<file path="config.mk">
export PLATFORM = sky130hd
export DESIGN_NAME = mux_rr_arbiter
export DESIGN_NICKNAME = d
export VERILOG_FILES = /design/src/rtl/mux_rr_arbiter.sv
export SDC_FILE = /design/constraint.sdc
export NUM_CORES = 1
export LEC_CHECK = 0
export CAP_MARGIN = 20
export CORE_MARGIN = 2
export CORE_UTILIZATION = 59
export DETAILED_ROUTE_END_ITERATION = 10
export HOLD_SLACK_MARGIN = 0.03
export PLACE_DENSITY = 0.83
export SLEW_MARGIN = 20
export SYNTH_ARGS = -nofsm -noshare
export SYNTH_HDL_FRONTEND = slang
export SYNTH_SLANG_ARGS = --single-unit
</file>
<file path="constraint.sdc">
create_clock -name clk -period 6.6 [get_ports clk]
set_input_delay 0.66 -clock clk [delete_from_list [all_inputs] [get_ports clk]]
set_output_delay 0.66 -clock clk [all_outputs]
set_load 0.01 [all_outputs]
</file>
<file path="src/rtl/mux_rr_arbiter.sv">
// Round-robin arbiter sharing one downstream resource between N requesters.
// Registered one-hot grant plus binary mux select, with lock-based bursts capped at MAX_BURST beats.
module mux_rr_arbiter #(
  parameter int N         = 5,
  parameter int SEL_W     = 3,
  parameter int MAX_BURST = 4
) (
  input  logic             clk,
  input  logic             rst,
  input  logic [N-1:0]     req,
  input  logic [N-1:0]     lock,
  input  logic             out_ready,
  output logic [N-1:0]     gnt,
  output logic [SEL_W-1:0] sel,
  output logic             out_valid,
  output logic             busy
);

  localparam int CNT_W = $clog2(MAX_BURST) + 1;
  localparam logic [CNT_W-1:0] LAST_BEAT = CNT_W'(MAX_BURST - 1);
  localparam logic [SEL_W-1:0] LAST_IDX  = SEL_W'(N - 1);

  typedef enum logic {IDLE, BUSY} state_e;

  state_e           state_q, state_d;
  logic [N-1:0]     gnt_q, gnt_d;
  logic [SEL_W-1:0] sel_q, sel_d;
  logic [SEL_W-1:0] rr_ptr_q, rr_ptr_d;
  logic [CNT_W-1:0] burst_cnt_q, burst_cnt_d;

  logic [N-1:0]     sel_hit;
  logic [N-1:0]     win_onehot;
  logic [N-1:0]     search_mask;
  logic [SEL_W-1:0] search_start;
  logic [SEL_W-1:0] next_ptr;
  logic [SEL_W:0]   win_pick;
  logic [SEL_W-1:0] win_idx;
  logic             win_found;
  logic             req_g;
  logic             lock_g;
  logic             beat;
  logic             at_cap;
  logic             release_g;

  // First set bit of mask scanning start, start+1, ... modulo N; returns {found, index}.
  function automatic logic [SEL_W:0] rr_pick(input logic [N-1:0] mask,
                                             input logic [SEL_W-1:0] start);
    logic             found;
    logic [SEL_W-1:0] idx;
    int               pos;
    found = 1'b0;
    idx   = '0;
    for (int k = 0; k < N; k++) begin
      pos = int'(start) + k;
      if (pos >= N) pos = pos - N;
      for (int j = 0; j < N; j++) begin
        if (!found && (j == pos) && mask[j]) begin
          found = 1'b1;
          idx   = SEL_W'(j);
        end
      end
    end
    return {found, idx};
  endfunction

  genvar gi;
  generate
    for (gi = 0; gi < N; gi++) begin : g_decode
      assign sel_hit[gi]    = (sel_q == SEL_W'(gi));
      assign win_onehot[gi] = (win_idx == SEL_W'(gi));
    end
  endgenerate

  assign req_g     = |(req & sel_hit);
  assign lock_g    = |(lock & sel_hit);
  assign busy      = (state_q == BUSY);
  assign out_valid = busy & req_g;
  assign beat      = out_valid & out_ready;
  assign at_cap    = (burst_cnt_q == LAST_BEAT);
  assign release_g = ~req_g | (beat & (~lock_g | at_cap));
  assign next_ptr  = (sel_q == LAST_IDX) ? '0 : sel_q + SEL_W'(1);

  // On release the current holder is masked out so a lone requester cannot re-win immediately.
  assign search_mask  = busy ? (req & ~gnt_q) : req;
  assign search_start = busy ? next_ptr : rr_ptr_q;
  assign win_pick     = rr_pick(search_mask, search_start);
  assign win_found    = win_pick[SEL_W];
  assign win_idx      = win_pick[SEL_W-1:0];

  always_comb begin
    state_d     = state_q;
    gnt_d       = gnt_q;
    sel_d       = sel_q;
    rr_ptr_d    = rr_ptr_q;
    burst_cnt_d = burst_cnt_q;
    case (state_q)
      IDLE: begin
        if (win_found) begin
          state_d     = BUSY;
          gnt_d       = win_onehot;
          sel_d       = win_idx;
          burst_cnt_d = '0;
        end
      end
      BUSY: begin
        if (release_g) begin
          rr_ptr_d    = next_ptr;
          burst_cnt_d = '0;
          if (win_found) begin
            gnt_d = win_onehot;
            sel_d = win_idx;
          end else begin
            state_d = IDLE;
            gnt_d   = '0;
          end
        end else if (beat) begin
          burst_cnt_d = burst_cnt_q + CNT_W'(1);
        end
      end
      default: state_d = IDLE;
    endcase
  end

  always_ff @(posedge clk) begin
    if (rst) begin
      state_q     <= IDLE;
      gnt_q       <= '0;
      sel_q       <= '0;
      rr_ptr_q    <= '0;
      burst_cnt_q <= '0;
    end else begin
      state_q     <= state_d;
      gnt_q       <= gnt_d;
      sel_q       <= sel_d;
      rr_ptr_q    <= rr_ptr_d;
      burst_cnt_q <= burst_cnt_d;
    end
  end

  assign gnt = gnt_q;
  assign sel = sel_q;

endmodule

</file>
==> impl_metrics.tcl, run 1 <==
set metrics [dict create \
    postCtsResizedCells 0 \
    wire_per_inst_um 19.17 \
    grt_pass1_wl_um 10840 \
    crit_buf_inv 2 \
    critPathSlowestCell "a21oi_2" \
    grt_antenna_before_repair 0 \
    skew_ns 0.005684 \
    hold_ws_ns 0.4701 \
    maxSlewViolCount 0 \
    outcome "complete, no violations" \
    hpwl_um 5464 \
    wl_met2_um 3139 \
    max_stage_delay_ns 0.75 \
    yosys.area.top_type_share 0.1267 \
    cts_root_buffer "clkbuf_8" \
    coreArea_um2 3943 \
    numPortBuffers 22 \
    die_h_um 67.38 \
    firstDrtPassIters 6 \
    place_congestion 0.9824 \
    cp-start-kind "flip-flop" \
    synth_area_leaders "dfxtp_1, ha_1, mux2i_1" \
    gr-total-overflow 0 \
    tightest_slew_ns 0.9485 \
    clock_sinks 15 \
    ys_top_cells_by_count "nand2_1, nor2_1, ha_1, nor3_1" \
    area_growth_pct 11.35 \
    clk_latency_ns 0.25 \
    maxCapViolCount 0 \
    diodes 0 \
    drive_gt1_frac 0.08589 \
    htreeDepth 1 \
    cts.clk_slew.worst_paths_ns 0.07 \
    ys_warn_count 0 \
    synth-edff-count 0 \
    min_period_ns 5.558 \
    rsz0062_at_grt "false" \
    vias 2684 \
    path_delay_family "simple AND/OR/NAND/NOR gates" \
    row_count 23 \
    grt_max_degree 28 \
    yosys_register_bits 15 \
    post_cts_buffers 0 \
    dieArea_um2 4539 \
    synthesis.nets 348 \
    yosysSeqAreaShare 0.1267 \
    nNetsFinal 360 \
    synth_cell_types 70 \
    hold_class "reg -> reg" \
    first_iter_violations 334 \
    ant_nets 0 \
    syn_avg_cell_area_um2 7.523 \
    wl_met3_um 695 \
    cts_tree "yes" \
    worstPathCellList "inv_1, ha_1, a21oi_2, a21oi_2, inv_2, ha_1, nor2_1, nor3_1, o211a_1, or3_1, or4b_1, or4_4, o21a_4, mux2_4" \
    layout_worst_path_cycle_share 0.8420 \
    cp_max_fo 25 \
    die_w_um 67.38 \
    yosys.area.top_type "dfxtp_1" \
    worstPathArrival_ns 5.70 \
    gr-usage-all-layers 0.3162 \
    holdBufCountCts 0 \
    m1WireLength_um 3151 \
    route.detailed.drc 0 \
    maxSlewHeadroom 0.3677 \
    grt_pass1_vias 2208 \
    pin_count 23 \
    vias_per_cell 7.138 \
    max_clock_freq_mhz 179.9 \
    ys.flop_type "dfxtp_1" \
    netlist_area_um2 2370 \
    numCtsBuffers 3 \
    routed_wl_um 7208 \
    start_util 0.6011 \
    crit_required_ns 6.74 \
    final-hold-violation-count 0 \
    finalSetupViolCount 0 \
    crit_path_end_kind "flip-flop" \
    synthArstFlopShare 0 \
    cts_buffer_depth 2 \
    synth_cells 315 \
    setup_tns_ns 0 \
    highest_layer "met4" \
    path_class "reg -> reg" \
]
## worst reg2reg max path, delay by kind of cell, from the launching register on
| family | cells | cell delay, ns |
|---|---|---|
| simple gates | 5 | 2.10 |
| compound gates | 4 | 1.33 |
| fa+ha+maj | 2 | 0.80 |
| buf+inv | 2 | 0.55 |
| flops | 1 | 0.37 |
| mux | 1 | 0.30 |
## registers in the layout, indices dropped and copies added (netlist names)
signal and flops:
gnt 5, burst_cnt_q 3, rr_ptr_q 3, sel 3, busy 1
## layer usage
| metal | vias to the layer above | track usage |
|---|---|---|
| li1 | 1244 | - |
| met1 | 1234 | 0.4492 |
| met2 | 175 | 0.4790 |
| met3 | 31 | 0.06167 |
| met4 | 0 | 0.09694 |
| met5 | - | 0 |
## through the flow
stage,instances,utilization,instance area [um2],worst slack [ns]
final,376,0.6693,2639,1.042
after global routing,376,0.6693,2639,0.8151
after CTS,376,0.6693,2639,1.147
after detailed placement,372,0.6576,2592,1.166
after global placement,372,0.6576,2592,1.344
after floorplan,315,-,2370,1.537
## logic make-up after synthesis
group	after synthesis	synth area share
multiplexers	15	0.06969
AND/OR/NAND/NOR	120	0.2656
adder cells (fa/ha/maj)	20	0.1088
AO/OA/AOI/OAI	110	0.3638
buffers and inverters	33	0.05807
flip-flops	15	0.1267
XOR/XNOR	2	0.007393
## layout make-up
type	instances	area [um2]
clock inverter	1	5.005
tap	50	62.56
timing repair buffer	24	235.2
multi-input combinational	267	1932
sequential	15	300.3
inverter	16	62.56
clock buffer	3	41.29
fill	347	1304
## path summary, 6_finish.rpt
check                                            startpoint                          end  slack (ns)  depth (start not counted)
worst max-delay path                    sel[0]$_SDFFE_PP0P_  burst_cnt_q[2]$_SDFFE_PP0P_        1.04                         14
worst max register to register          sel[0]$_SDFFE_PP0P_  burst_cnt_q[2]$_SDFFE_PP0P_        1.04                         14
worst min-delay path            burst_cnt_q[1]$_SDFFE_PP0P_  burst_cnt_q[1]$_SDFFE_PP0P_        0.47                          2
worst min register to register  burst_cnt_q[1]$_SDFFE_PP0P_  burst_cnt_q[1]$_SDFFE_PP0P_        0.47                          2
## cell usage in the layout (no fill, tap or decap), types with 3 or more instances in the layout
cell type        synthesis  routed
a31oi_1                  5       5
a2111oi_0                4       4
nor4_1                   5       5
nand2_1                 23      23
nand3_1                 11      11
clkdlybuf4s50_1          0      22
o32a_1                   3       3
a32o_1                   3       3
nand2b_1                 7       7
or2_2                    3       3
and2_1                   5       5
a21oi_2                  5       5
a21boi_0                 3       3
clkbuf_8                 0       3
ha_1                    19      19
inv_1                   14      14
o211a_1                  3       3
dfxtp_1                 15      15
mux2i_1                 12      12
a32oi_1                  5       5
nor2_1                  23      23
a21oi_1                 15      15
o2bb2ai_1                3       3
or3_1                    3       3
a21o_1                   3       3
o31ai_1                  4       4
nand4_1                  4       4
mux2_4                   3       3
a211oi_1                14      14
nor2b_1                  5       5
o211ai_1                 3       3
nor3_1                  19      19
o21ai_0                 13      13
Power of run 1 is left out: the tool's default activity adds up to more than one toggle a clock period on the data nets, which glitch-free logic cannot reach.
==> inputs of run 2 (changes only) <==
==> constraint.sdc (replaced) <==
create_clock -name clk -period 5.4 [get_ports clk]
set_input_delay 0.54 -clock clk [delete_from_list [all_inputs] [get_ports clk]]
set_output_delay 0.54 -clock clk [all_outputs]
set_load 0.01 [all_outputs]
==> run 2 against run 1 <==
Against the previous run: global-route usage up 1.7 points; core utilization up 1.3 points; wire length down 0.60%; flip-flop and latch count unchanged; critical endpoint is now burst_cnt_q[0]$_SDFFE_PP0P_; highest routed layer unchanged.
==> impl_metrics.tcl, run 2 (same netlist as run 1, synthesis figures left out) <==
set metrics [dict create \
    coreArea_um2 3943 \
    setup_tns_ns 0 \
    htreeDepth 1 \
    post_cts_buffers 0 \
    r2r-start "sel[2]$_SDFFE_PP0P_" \
    cts_tree "yes" \
    grt_pass1_vias 2479 \
    rsz0062_at_grt "false" \
    die_h_um 67.38 \
    tightest_slew_ns 0.6872 \
    ff2ff_path_depth 14 \
    gr-usage-all-layers 0.3331 \
    layout_worst_path_cycle_share 0.9040 \
    hpwl_um 5514 \
    worstPathArrival_ns 5.02 \
    diodes 0 \
    cpMostUsedCell "ha_1" \
    dp.cells 379 \
    worstPathCellList "inv_1, ha_1, a21oi_2, a21oi_4, inv_4, ha_1, a211oi_1, nor2_1, o211a_1, or3_1, or4b_1, or4_4, o21a_4, mux2_4" \
    row_count 23 \
    instances_no_fill 383 \
    vias 2677 \
    grt_antenna_before_repair 0 \
    cp_max_fo 12 \
    firstDrtPassIters 5 \
    path_class "reg -> reg" \
    hold_class "reg -> reg" \
    clk_latency_ns 0.25 \
    r2r_end "burst_cnt_q[0]$_SDFFE_PP0P_" \
    cp-start-kind "flip-flop" \
    crit_path_end_kind "flip-flop" \
    final_cell_mix "nand2_1, nor2_1, clkdlybuf4s50_1" \
    maxCapViolCount 0 \
    route.detailed.drc 0 \
    grt_pass1_wl_um 11530 \
    dieArea_um2 4539 \
    max_stage_delay_ns 0.68 \
    pin_count 23 \
    postCtsResizedCells 0 \
    routed_wl_um 7165 \
    ant_nets 0 \
    skew_ns 0.0009180 \
    drive_gt1_frac 0.1021 \
    first_iter_violations 355 \
    clock_sinks 15 \
    crit_start "sel[2]$_SDFFE_PP0P_" \
    largest_reg_flops 5 \
    nNetsFinal 367 \
    gr-total-overflow 0 \
    cts.clk_slew.worst_paths_ns 0.06 \
    numPortBuffers 22 \
    wire_per_inst_um 18.71 \
    holdBufCountCts 0 \
    start_util 0.6011 \
    maxSlewHeadroom 0.5354 \
    crit_required_ns 5.54 \
    rrSetupSlack_ns 0.52 \
    critPathSlowestCell "or4b_1" \
    max_clock_freq_mhz 204.8 \
    min_period_ns 4.882 \
    cts_buffer_depth 2 \
    final-hold-violation-count 0 \
    grt_max_degree 31 \
    crit_path_end "burst_cnt_q[0]$_SDFFE_PP0P_" \
    min_path_cells 2 \
    finalSetupViolCount 0 \
    numCtsBuffers 3 \
    cts_root_buffer "clkbuf_8" \
    outcome "complete, no violations" \
    place_congestion 1.047 \
    die_w_um 67.38 \
    maxSlewViolCount 0 \
    fin_util 0.6823 \
    vias_per_cell 6.990 \
    area_growth_pct 13.52 \
]
-- run 2: cell types whose count changed in the layout (fill, tap and decap cells not counted) --
| cell | before | now |
|---|---|---|
| clkbuf_1 | 0 | 1 |
| clkinv_2 | 1 | 0 |
| buf_4 | 2 | 9 |
-- run 2: how the worst min path moves through the flow --
stage,startpoint,endpoint
6_report,burst_cnt_q[1]$_SDFFE_PP0P_,burst_cnt_q[1]$_SDFFE_PP0P_
5_1_grt,burst_cnt_q[1]$_SDFFE_PP0P_,burst_cnt_q[1]$_SDFFE_PP0P_
4_1_cts,burst_cnt_q[1]$_SDFFE_PP0P_,burst_cnt_q[1]$_SDFFE_PP0P_
3_5_place_dp,burst_cnt_q[1]$_SDFFE_PP0P_,burst_cnt_q[1]$_SDFFE_PP0P_
3_3_place_gp,burst_cnt_q[1]$_SDFFE_PP0P_,burst_cnt_q[1]$_SDFFE_PP0P_
2_1_floorplan,burst_cnt_q[1]$_SDFFE_PP0P_,burst_cnt_q[1]$_SDFFE_PP0P_
-- run 2: final cells by class --
class / count / area (um2)
multi-input cells: 267 / 1932
fillers: 349 / 1252
flip-flops and latches: 15 / 300.3
repair buffers: 31 / 287.8
inverters: 16 / 62.56
clock buffers: 4 / 45.04
well taps: 50 / 62.56
-- run 2: worst max-delay path, delay by kind of cell, from the launching register on --
| kind | cells | cell delay, ns |
|---|---|---|
| and+or+nand+nor | 4 | 1.75 |
| AOI/OAI and AO/OA | 5 | 1.32 |
| adders and majority gates | 2 | 0.65 |
| DFF | 1 | 0.50 |
| muxes | 1 | 0.30 |
| buffers and inverters | 2 | 0.24 |
-- run 2: per-stage QoR --
stage / area (um2) / worst slack [ns] / hold WS [ns]
global route: 2690 / 0.2447 / 0.5112
detailed placement: 2645 / 0.6199 / 0.4684
global placement: 2645 / 0.7675 / 0.4633
floorplan: 2370 / 0.3372 / 0.4385
finish: 2690 / 0.5183 / 0.4787
CTS: 2690 / 0.5977 / 0.4769
-- run 2: metal layers --
metal / part of all wire / up-vias / track usage / routed length [um]
met4: 0.044 / 0 / 0.1760 / 315
li1: - / 1257 / - / -
met3: 0.071 / 35 / 0.04333 / 511
met1: 0.41 / 1243 / 0.4177 / 2959
met5: 0 / - / 0 / 0
met2: 0.47 / 142 / 0.5545 / 3379
Power of run 2 is left out for the same reason.
==> inputs of run 3 (changes only) <==
--- a/config.mk
+++ b/config.mk
@@ -11,7 +11,9 @@
 export DETAILED_ROUTE_END_ITERATION = 10
 export HOLD_SLACK_MARGIN = 0.03
 export PLACE_DENSITY = 0.83
+export REMOVE_ABC_BUFFERS = 1
 export SLEW_MARGIN = 20
 export SYNTH_ARGS = -nofsm -noshare
 export SYNTH_HDL_FRONTEND = slang
 export SYNTH_SLANG_ARGS = --single-unit
+export TNS_END_PERCENT = 5
==> run 3 against run 2 <==
Against the previous run: register-to-register slack lost 0.25 ns; clock skew grew 0.0088 ns; cell area shrank 0.42%; first-iteration DRC count grew 5.1%; critical path depth grew 1; global-route usage shrank 0.058 points; cell count shrank 0.52%; non-clock buffer count shrank 2; critical path type unchanged.
==> impl_metrics.tcl, run 3 (same netlist as run 1, synthesis figures left out) <==
set metrics [dict create \
    outcome "complete, no violations" \
    rrSetupSlack_ns 0.27 \
    hold_ws_ns 0.4693 \
    finalSetupViolCount 0 \
    instances_no_fill 381 \
    layout_worst_path_cycle_share 0.9499 \
    postCtsResizedCells 0 \
    grt_antenna_before_repair 0 \
    dieArea_um2 4539 \
    skew_ns 0.009756 \
    min_period_ns 5.129 \
    holdBufCountCts 0 \
    drive_gt1_frac 0.09970 \
    final_cell_mix "nand2_1, nor2_1, clkdlybuf4s50_1" \
    max_stage_delay_ns 0.66 \
    worstHoldStart "burst_cnt_q[1]$_SDFFE_PP0P_" \
    crit_path_end_kind "flip-flop" \
    worstPathArrival_ns 5.27 \
    grt_max_degree 22 \
    wire_per_inst_um 19.01 \
    maxSlewHeadroom 0.4595 \
    worstPathCellList "inv_1, ha_1, a21oi_2, a21oi_2, ha_1, inv_1, ha_1, nor2_1, nor3_1, o211a_1, or3_1, or4b_1, o31ai_1, nor2_1, a32o_1" \
    cts_buffer_depth 2 \
    critPathSlowestCell "or4b_1" \
    cts.clk_slew.worst_paths_ns 0.07 \
    die_h_um 67.38 \
    cts_root_buffer "clkbuf_8" \
    hold_class "reg -> reg" \
    area_growth_pct 13.04 \
    setup_tns_ns 0 \
    htreeDepth 1 \
    grt_pass1_wl_um 11590 \
    tightest_slew_ns 0.7903 \
    dp_slack_ns 0.4571 \
    crit_start "sel[0]$_SDFFE_PP0P_" \
    routed_wl_um 7243 \
    gr-usage-all-layers 0.3325 \
    ant_nets 0 \
    grt_use_met1 0.4510 \
    firstDrtPassIters 5 \
    grtUsageMet2 0.5359 \
    post_cts_buffers 0 \
    coreArea_um2 3943 \
    route.detailed.drc 0 \
    final-hold-violation-count 0 \
    numPortBuffers 22 \
    dp.cells 377 \
    pin_count 23 \
    r2r-start "sel[0]$_SDFFE_PP0P_" \
    cpMostUsedCell "ha_1" \
    diodes 0 \
    grt.met3_usage 0.06667 \
    cts_tree "yes" \
    clk_latency_ns 0.26 \
    cp-start-kind "flip-flop" \
    clock_sinks 15 \
    busiest_layer "met2" \
    numCtsBuffers 3 \
    die_w_um 67.38 \
    start_util 0.6011 \
    maxCapViolCount 0 \
    largest_reg_flops 5 \
    nNetsFinal 365 \
    row_count 23 \
    grt_pass1_vias 2409 \
    hpwl_um 5536 \
    place_congestion 1.016 \
    crit_required_ns 5.54 \
    n_fill_cell 327 \
    cp_max_fo 13 \
    vias_per_cell 7.068 \
    path_class "reg -> reg" \
    setup_slack_ns 0.2707 \
    rsz0062_at_grt "false" \
    max_clock_freq_mhz 195.0 \
    vias 2693 \
    first_iter_violations 373 \
    maxSlewViolCount 0 \
    gr-total-overflow 0 \
]
==> run 3: changes by cell type in the layout (fill, tap and decap cells not counted) <==
cell        before  now
clkinvlp_4       0    1
clkbuf_1         1    0
buf_4            9    7
==> run 3: area by class of cell <==
cell class	instances	area, um2	share of cell area
Clock buffer	3	41.29	0.01541
Clock inverter	1	7.507	0.002802
Inverter	16	62.56	0.02335
Multi-Input combinational cell	267	1932	0.7212
Sequential cell	15	300.3	0.1121
Tap cell	50	62.56	0.02335
Timing Repair Buffer	29	272.8	0.1018
==> run 3: worst paths after layout <==
| path | end | cells past startpoint |
|---|---|---|
| min | burst_cnt_q[1]$_SDFFE_PP0P_ | 2 |
| max reg2reg | gnt[3]$_SDFFE_PP0P_ | 15 |
| min reg2reg | burst_cnt_q[1]$_SDFFE_PP0P_ | 2 |
| max | gnt[3]$_SDFFE_PP0P_ | 15 |
==> run 3: routing by layer <==
metal | vias up | wire, um
met5 | - | 0
met4 | 0 | 206
met3 | 22 | 743
met2 | 162 | 3204
met1 | 1248 | 3088
li1 | 1261 | -
==> run 3: critical path: cells and delay by family, from the launching register on <==
kind            cells  cell delay (ns)
simple gates        5             1.67
compound gates      5             1.89
buf+inv             2             0.18
flops               1             0.36
fa+ha+maj           3             0.89
==> run 3: stage by stage <==
stage	instance area, um2	util
after floorplan	2295	-
after detailed placement	2630	0.6671
final	2679	0.6795
after CTS	2679	0.6795
after global routing	2679	0.6795
after global placement	2630	0.6671
Power of run 3 is left out for the same reason.
